`src/rtl/jump_controller_if.sv`:
```
// Jump request / redirect bundle between the decode stage and jump_controller.
// The master side is the decode stage; the slave side is the controller.
interface jump_controller_if #(
  parameter int unsigned PC_WIDTH = 32
);
  logic                jump_req;
  logic                JumpI;
  logic                JumpCI;
  logic                JumpCD;
  logic                FlagZ;
  logic                flag_busy;
  logic [PC_WIDTH-1:0] target;
  logic                PCSource;
  logic [PC_WIDTH-1:0] pc_target;
  logic                stall;
  logic                flush;
  logic                jump_ack;
  logic [15:0]         taken_count;

  modport master (
    output jump_req, JumpI, JumpCI, JumpCD, FlagZ, flag_busy, target,
    input  PCSource, pc_target, stall, flush, jump_ack, taken_count
  );

  modport slave (
    input  jump_req, JumpI, JumpCI, JumpCD, FlagZ, flag_busy, target,
    output PCSource, pc_target, stall, flush, jump_ack, taken_count
  );
endinterface

```
`src/rtl/jump_controller.sv`:
```
// Jump sequencer: resolves one jump at a time, stalls on a pending Z flag, redirects the PC,
// flushes wrong-path stages and counts taken jumps. All outputs are registered.
module jump_controller #(
  parameter int unsigned PC_WIDTH     = 32,
  parameter int unsigned FLUSH_CYCLES = 2
) (
  input logic               clk,
  input logic               rst,
  jump_controller_if.slave  bus
);

  typedef enum logic [2:0] {
    StIdle,
    StWaitFlag,
    StRedirect,
    StNotTaken,
    StFlush
  } state_e;

  localparam logic [3:0] FlushLoad = 4'(FLUSH_CYCLES - 1);

  state_e              state_q, state_d;
  logic                cond_z_q, cond_z_d;  // Z value that makes the latched conditional taken
  logic [3:0]          cnt_q, cnt_d;
  logic [PC_WIDTH-1:0] tgt_q, tgt_d;
  logic [15:0]         taken_count_q, taken_count_d;
  logic                pcsrc_q, pcsrc_d;
  logic                stall_q, stall_d;
  logic                flush_q, flush_d;
  logic                ack_q, ack_d;

  always_comb begin
    state_d       = state_q;
    cond_z_d      = cond_z_q;
    cnt_d         = cnt_q;
    tgt_d         = tgt_q;
    taken_count_d = taken_count_q;

    unique case (state_q)
      StIdle: begin
        if (bus.jump_req) begin
          tgt_d = bus.target;
          if (bus.JumpI) begin
            state_d = StRedirect;
          end else if (bus.JumpCI || bus.JumpCD) begin
            cond_z_d = bus.JumpCI;
            if (bus.flag_busy) begin
              state_d = StWaitFlag;
            end else begin
              state_d = (bus.FlagZ == bus.JumpCI) ? StRedirect : StNotTaken;
            end
          end else begin
            state_d = StNotTaken;
          end
        end
      end
      StWaitFlag: begin
        // A dropped request wins over a flag that resolves in the same cycle.
        if (!bus.jump_req) begin
          state_d = StIdle;
        end else if (!bus.flag_busy) begin
          state_d = (bus.FlagZ == cond_z_q) ? StRedirect : StNotTaken;
        end
      end
      StRedirect: begin
        state_d = StFlush;
        cnt_d   = FlushLoad;
      end
      StNotTaken: begin
        state_d = StIdle;
      end
      StFlush: begin
        if (cnt_q == 4'd0) begin
          state_d = StIdle;
        end else begin
          cnt_d = cnt_q - 4'd1;
        end
      end
      default: begin
        state_d = StIdle;
      end
    endcase

    if (state_d == StRedirect && taken_count_q != 16'hFFFF) begin
      taken_count_d = taken_count_q + 16'd1;
    end

    pcsrc_d = (state_d == StRedirect);
    ack_d   = (state_d == StRedirect) || (state_d == StNotTaken);
    stall_d = (state_d == StWaitFlag);
    flush_d = (state_d == StFlush);
  end

  always_ff @(posedge clk or negedge rst) begin
    if (!rst) begin
      state_q       <= StIdle;
      cond_z_q      <= 1'b0;
      cnt_q         <= 4'd0;
      tgt_q         <= '0;
      taken_count_q <= 16'd0;
      pcsrc_q       <= 1'b0;
      stall_q       <= 1'b0;
      flush_q       <= 1'b0;
      ack_q         <= 1'b0;
    end else begin
      state_q       <= state_d;
      cond_z_q      <= cond_z_d;
      cnt_q         <= cnt_d;
      tgt_q         <= tgt_d;
      taken_count_q <= taken_count_d;
      pcsrc_q       <= pcsrc_d;
      stall_q       <= stall_d;
      flush_q       <= flush_d;
      ack_q         <= ack_d;
    end
  end

  assign bus.PCSource    = pcsrc_q;
  assign bus.pc_target   = tgt_q;
  assign bus.stall       = stall_q;
  assign bus.flush       = flush_q;
  assign bus.jump_ack    = ack_q;
  assign bus.taken_count = taken_count_q;

endmodule

```
`src/flat_wrapper.sv`:
```
// flat-port wrapper written by rule: the top's interface ports become plain ports
module jump_controller_flat 
#(
  parameter int unsigned PC_WIDTH     = 32,
  parameter int unsigned FLUSH_CYCLES = 2
)
  (clk, rst, bus_jump_req, bus_JumpI, bus_JumpCI, bus_JumpCD, bus_FlagZ, bus_flag_busy, bus_target, bus_PCSource, bus_pc_target, bus_stall, bus_flush, bus_jump_ack, bus_taken_count);
  jump_controller_if #(.PC_WIDTH(PC_WIDTH)) bus_i ();
  input logic clk;
  input logic rst;
  input wire logic [$bits(bus_i.jump_req)-1:0] bus_jump_req;
  input wire logic [$bits(bus_i.JumpI)-1:0] bus_JumpI;
  input wire logic [$bits(bus_i.JumpCI)-1:0] bus_JumpCI;
  input wire logic [$bits(bus_i.JumpCD)-1:0] bus_JumpCD;
  input wire logic [$bits(bus_i.FlagZ)-1:0] bus_FlagZ;
  input wire logic [$bits(bus_i.flag_busy)-1:0] bus_flag_busy;
  input wire logic [$bits(bus_i.target)-1:0] bus_target;
  output wire logic [$bits(bus_i.PCSource)-1:0] bus_PCSource;
  output wire logic [$bits(bus_i.pc_target)-1:0] bus_pc_target;
  output wire logic [$bits(bus_i.stall)-1:0] bus_stall;
  output wire logic [$bits(bus_i.flush)-1:0] bus_flush;
  output wire logic [$bits(bus_i.jump_ack)-1:0] bus_jump_ack;
  output wire logic [$bits(bus_i.taken_count)-1:0] bus_taken_count;
  assign bus_i.jump_req = bus_jump_req;
  assign bus_i.JumpI = bus_JumpI;
  assign bus_i.JumpCI = bus_JumpCI;
  assign bus_i.JumpCD = bus_JumpCD;
  assign bus_i.FlagZ = bus_FlagZ;
  assign bus_i.flag_busy = bus_flag_busy;
  assign bus_i.target = bus_target;
  assign bus_PCSource = bus_i.PCSource;
  assign bus_pc_target = bus_i.pc_target;
  assign bus_stall = bus_i.stall;
  assign bus_flush = bus_i.flush;
  assign bus_jump_ack = bus_i.jump_ack;
  assign bus_taken_count = bus_i.taken_count;
  jump_controller #(.PC_WIDTH(PC_WIDTH), .FLUSH_CYCLES(FLUSH_CYCLES)) u_core (.clk(clk), .rst(rst), .bus(bus_i));
endmodule
```
`config.mk`:
```
export PLATFORM = sky130hd
export DESIGN_NAME = jump_controller_flat
export DESIGN_NICKNAME = d
export VERILOG_FILES = /design/src/rtl/jump_controller_if.sv /design/src/rtl/jump_controller.sv /design/src/flat_wrapper.sv
export SDC_FILE = /design/constraint.sdc
export NUM_CORES = 1
export LEC_CHECK = 0
export BUFFER_PORTS_ARGS = -buffer_cell sky130_fd_sc_hd__buf_2
export CAP_MARGIN = 20
export CELL_PAD_IN_SITES_DETAIL_PLACEMENT = 0
export CELL_PAD_IN_SITES_GLOBAL_PLACEMENT = 1
export CORE_AREA = 3 3 100 78
export CTS_CLUSTER_SIZE = 20
export DETAILED_ROUTE_END_ITERATION = 7
export DIE_AREA = 0 0 103 81
export GPL_TIMING_DRIVEN = 0
export PLACE_DENSITY = 0.85
export SLEW_MARGIN = 20
export SYNTH_ARGS = -nofsm -noshare
export SYNTH_HDL_FRONTEND = slang
export SYNTH_SLANG_ARGS = --single-unit
```
`constraint.sdc`:
```
create_clock -name clk -period 2.34 [get_ports clk]
set_clock_uncertainty 0.05 [all_clocks]
set_input_delay 0.702 -clock clk [delete_from_list [all_inputs] [get_ports clk]]
set_output_delay 0.702 -clock clk [all_outputs]
set_load 0.03 [all_outputs]
```
# Word level (Yosys, flattened, before mapping)
# Cells that the tools add are included.
dict set report word_totals {
  ramBits 0
  rom_bits 0
  regBits 60
  n_memories 0
  latchBits 0
}
dict set report classes {
  n_mux 12
  magnitude_cmp 0
  n_eq_ne 11
  mul 0
  n_bitwise 1
  n_reduce_logical 9
  n_addsub 2
  shift 0
  div 0
}
# operator n
set op_table {}
lappend op_table {{$mux W3} 7}
lappend op_table {{$add A16 B1 Y16 const B} 1}
lappend op_table {{$ne A16 B16 Y1 const B} 1}
lappend op_table {{$pmux W3 S4} 1}
lappend op_table {{$eq A3 B2 Y1 const B} 3}
lappend op_table {{$pmux W4 S2} 1}
lappend op_table {{$eq A3 B1 Y1 const B} 2}
lappend op_table {{$eq A3 B3 Y1 const B} 2}
lappend op_table {{$logic_not A4 Y1} 1}
lappend op_table {{$mux W4} 1}
lappend op_table {{$reduce_and A2 Y1} 2}
lappend op_table {{$reduce_and A4 Y1} 1}
lappend op_table {{$sub A4 B1 Y4 const B} 1}
lappend op_table {{$logic_not A3 Y1} 1}
lappend op_table {{$eq A1 B1 Y1} 2}
lappend op_table {{$logic_or A1 B1 Y1} 2}
lappend op_table {{$mux W1} 2}
lappend op_table {{$ne A2 B2 Y1 const B} 1}
lappend op_table {{$reduce_bool A2 Y1} 1}
lappend op_table {{$logic_and A1 B1 Y1} 1}
lappend op_table {{$not A1 Y1} 1}

# Depth between registers and ports, before layout
dict set report depth {
  depth_word 9
  ltp_mapped 7
  ltp_nobuf 7
}

# Least setup slack after synthesis
# No wires, ideal clock.
dict set report synth_timing {
  path_kind {reg-to-reg}
  from {register u_core.taken_count_q[0], in the netlist u_core.bus.taken_count[0]}
  to {register u_core.taken_count_q[1], in the netlist u_core.bus.taken_count[1]}
  t_arrival_ns 1.806
  setup_slack_ns 0.359
  path_stages_with_launch 7
  t_required_ns 2.165
  path_buffers 0
  cell_sequence {dfrtp_1 ha_1 nand3_1 nor4_4 nand2_2 nand2_2 mux2_4}
}
dict set report synth_via {
  elab_chain_len 2
  elab_cells_between_ends 3
  classes_between {add/sub: 1; eq/ne: 1; reduce/logical: 1}
}
# item line
set synth_rtl {}
lappend synth_rtl {{from (decl)} jump_controller.sv:26} ;# logic [15:0] taken_count_q, taken_count_d;
lappend synth_rtl {{from (signal assigned)} jump_controller.sv:110} ;# taken_count_q <= taken_count_d;
lappend synth_rtl {{parallel branches: the longest is 2 deep, another holds $add A16 B1 Y16} --}
# Several ways; the timed one is not identified.
# A chain may end at the register's enable or synchronous reset.

# Worst setup path in the final report
# Ends and elaborated chain as after synthesis.

==> results by group <==
Synthesis
  – Synth Warn #: 0
  – Most used DFF post-synth: dfrtp_1
  – Mux share of post-synthesis cell area: ~16%
  – Top cells by area, synth: dfrtp_1 (58%), mux2_2 (14%), xnor2_1 (4.4%)
  – FF+latch count, synth: 60
  – Number of synthesized flops with an enable pin: 0
  – Net count after synthesis: ~240
  – Syn avg cell area: around 13 sq um
  – Synth top area share: a little under 60%
  – Syn Inst Count: roughly 190
  – Post-synthesis async set-or-reset flop share: 100%
  – Synth Area in Adders: under 10%
  – XOR/XNOR Fraction of Synth Area: under 10%
  – Unique cell type count in the Yosys netlist: 40
  – Seq/Total Area, Yosys: approximately three fifths
  – Simple-Gate Fraction of Synth Area: 13.4%
  – Post-synth top area cell: dfrtp_1
  – Compound-Gate Fraction of Synth Area: under 10%
  – Commonest cells post-synth: dfrtp_1 (60), mux2_2 (33), xnor2_1 (13)
  – Syn Std Cell Area: between 2000 and 3000 sq um
  – Most frequent cell after synthesis: dfrtp_1
  – Largest family of logic cells by synthesized area: multiplexers

CTS
  – CTS resizes: 0
  – CTS Buf Count: 9
  – Worst skew pair latency: approximately 0.33 ns
  – CTS sink cnt: 60
  – Clock buffer depth: 2
  – TritonCTS clock tree: yes
  – Root Driver: clkbuf_8
  – CTS clock-pin slew for the worst setup and hold paths: about 0.070 ns
  – Cts-stage hold buffer count: 0
  – Post CTS Setup Buffer Count: 0
  – H-Tree Depth: 3

Critical path
  – Crit path kind: flip-flop to flip-flop
  – CP arrival: 2.16 ns
  – FF-to-FF path depth: 6
  – Worst EP required: approximately 2.5 ns
  – Worst Setup End Kind: flip-flop
  – Reg2Reg Setup Slack: 0.35 ns
  – CP Launch Type: flip-flop
  – Crit-path max FO: 7

Final layout
  – Layout area overhead: 29.2%
  – Diodes inserted: 0
  – Reg area: roughly 1500 sq um
  – Multi-input logic area: about 1000 sq um
  – Non-filler cells, final: approximately 380
  – Fraction of layout cells with a size suffix above 1: about half
  – Final net count: ~340
  – Fillcell total: 619

Power and ir drop
  – Max VDD drop: 0.469 mV
  – Total power: 4.39 mW
  – Lkg Pwr: between 1.5 and 2 nW
  – PD cells: ~1300 nW/um^2

STA
  – # setup viols final: 0
  – Setup ws final: between 0.3 and 0.4 ns
  – Worst hold margin: about 0.38 ns
  – Period utilisation layout: a little under nine tenths
  – RSZ-0062 raised after global routing: false
  – Worst slew margin: 51.3%
  – Max frequency: between 500 and 600 MHz
  – Setup TNS: 0 ns
  – Final hold violation count: 0
  – Worst Max-Slew Pin Slew: ~0.73 ns
  – Tmin final: 1.99 ns
  – Final Max Slew Viols: 0

Place
  – HPWL Detailed: approximately 4 mm
  – GPL Wtd Cong: between 0.7 and 0.8
  – Placed cells: 368
  – Port Buf Inserts: 91
  – Setup slack at placement: ~0.067 ns

Routing
  – Routed Antenna Nets: 0
  – Drt pass-1 iters: 4
  – 1st-iter DRT viols: just under 70
  – Residual DRC: 0
  – Avg WL per Cell: approximately 14 um
  – Vias post-DR: 1804
  – Via density: roughly 4.7
  – Final Routed Wirelength: around 5.2 mm

Job
  – Max-cap viol count: 0

GRT
  – GR met3 Demand/Resource: 5.24%
  – Met2 usage: between 10% and 20%
  – Vias in the first global route: 1763
  – Top Usage Layer GRT: met2
  – Largest net degree at the start of global routing: a little over 60
  – Initial antenna violation count: 0
  – GR Overflow Total: 0
  – First-pass GRT wire length: 8.13 mm
  – Total GRT Usage: around 13%
  – Met1 usage: 16.5%

Floorplanning
  – Die Span Y: roughly 81 um
  – Die Wd: 103 um
  – Num ports: 92
  – Die Footprint: 8340 sq um
  – Core area: approximately 7000 sq um
  – Rows: 26
  – Starting Density: a little under two fifths

Run status
  – Status: finished, final reports clean

Min path
  – Worst hold path class: input port to async pin
## worst paths after layout
path | endpoint | start
worst max-delay path | u_core.bus.taken_count[1] | u_core.bus.taken_count[0]
worst min-delay path | u_core.bus.pc_target[6] | rst
worst max register to register | u_core.bus.taken_count[1] | u_core.bus.taken_count[0]
worst min register to register | u_core.bus.pc_target[11] | u_core.bus.pc_target[11]
max in group asynchronous | u_core.cnt_q[3] | rst
min in group clk | u_core.bus.pc_target[11] | u_core.bus.pc_target[11]
## cell families (layout without fill, tap and decap cells)
| group | Yosys count | in the layout |
|---|---|---|
| flip-flops | 60 | 60 |
| AND/OR/NAND/NOR | 56 | 56 |
| multiplexers | 37 | 37 |
| XOR/XNOR | 15 | 15 |
| AO/OA/AOI/OAI | 13 | 13 |
| buffers and inverters | 9 | 116 |
| adder cells (fa/ha/maj) | 3 | 3 |
## area by class of cell
class,instances,area share [%]
timing repair buffer,91,13.7
clock buffer,10,3.83
inverter,4,0.450
sequential,60,45.0
tap,84,3.15
clock inverter,6,1.91
multi-input combinational,124,30.7
buffer,5,1.16
## placed cells by master (no fill, tap or decap), types with 2 or more instances in the layout
| cell type | count |
|---|---|
| clkinv_2 | 2 |
| nand2_2 | 2 |
| nor2b_1 | 2 |
| nor3_1 | 2 |
| buf_4 | 4 |
| nor3b_1 | 2 |
| a21oi_1 | 6 |
| nand4_1 | 7 |
| and2_1 | 3 |
| nand2b_1 | 5 |
| inv_1 | 4 |
| ha_1 | 3 |
| nand3_1 | 5 |
| mux2_2 | 33 |
| dfrtp_1 | 60 |
| buf_2 | 91 |
| nand2_1 | 8 |
| xor2_1 | 2 |
| nor2_1 | 9 |
| clkinvlp_4 | 2 |
| and3_1 | 2 |
| mux2i_1 | 2 |
| clkbuf_8 | 9 |
| xnor2_1 | 13 |
## worst max-delay path, stage by stage, from the launching register on
cell	delay, ns
dfrtp_1	0.41
ha_1	0.20
nand3_1	0.19
nor4_4	0.39
nand2_2	0.19
nand2_2	0.15
mux2_4	0.30
## flip-flops by register name (all words and copies together), names as in the netlist
name                    flops
u_core.state_q              3
u_core.cnt_q                4
u_core.bus.stall            1
u_core.cond_z_q             1
u_core.bus.PCSource         1
u_core.bus.taken_count     16
u_core.bus.pc_target       32
u_core.bus.flush            1
u_core.bus.jump_ack         1
## where the power goes
group          switching [mW]  leakage, nW  internal, mW  total, mW
combinational            1.16        0.796         0.694       1.86
clock                   0.398       0.0927         0.491      0.889
sequential              0.218        0.739          1.43       1.64
total                    1.78         1.63          2.61       4.39
## stage by stage
step	area [sq um]	utilization, %
finish	3330	48.8
global route	3330	48.8
CTS	3330	48.8
detailed placement	3140	46.0
global placement	3140	46.0
floorplan	2580	-
## routing by layer
| layer | vias to the layer above | wire length (um) |
|---|---|---|
| met4 | 0 | 72 |
| met2 | 68 | 2170 |
| met5 | - | 0 |
| met3 | 10 | 471 |
| met1 | 841 | 2490 |
| li1 | 885 | - |
(Power assumes the default switching activity.)
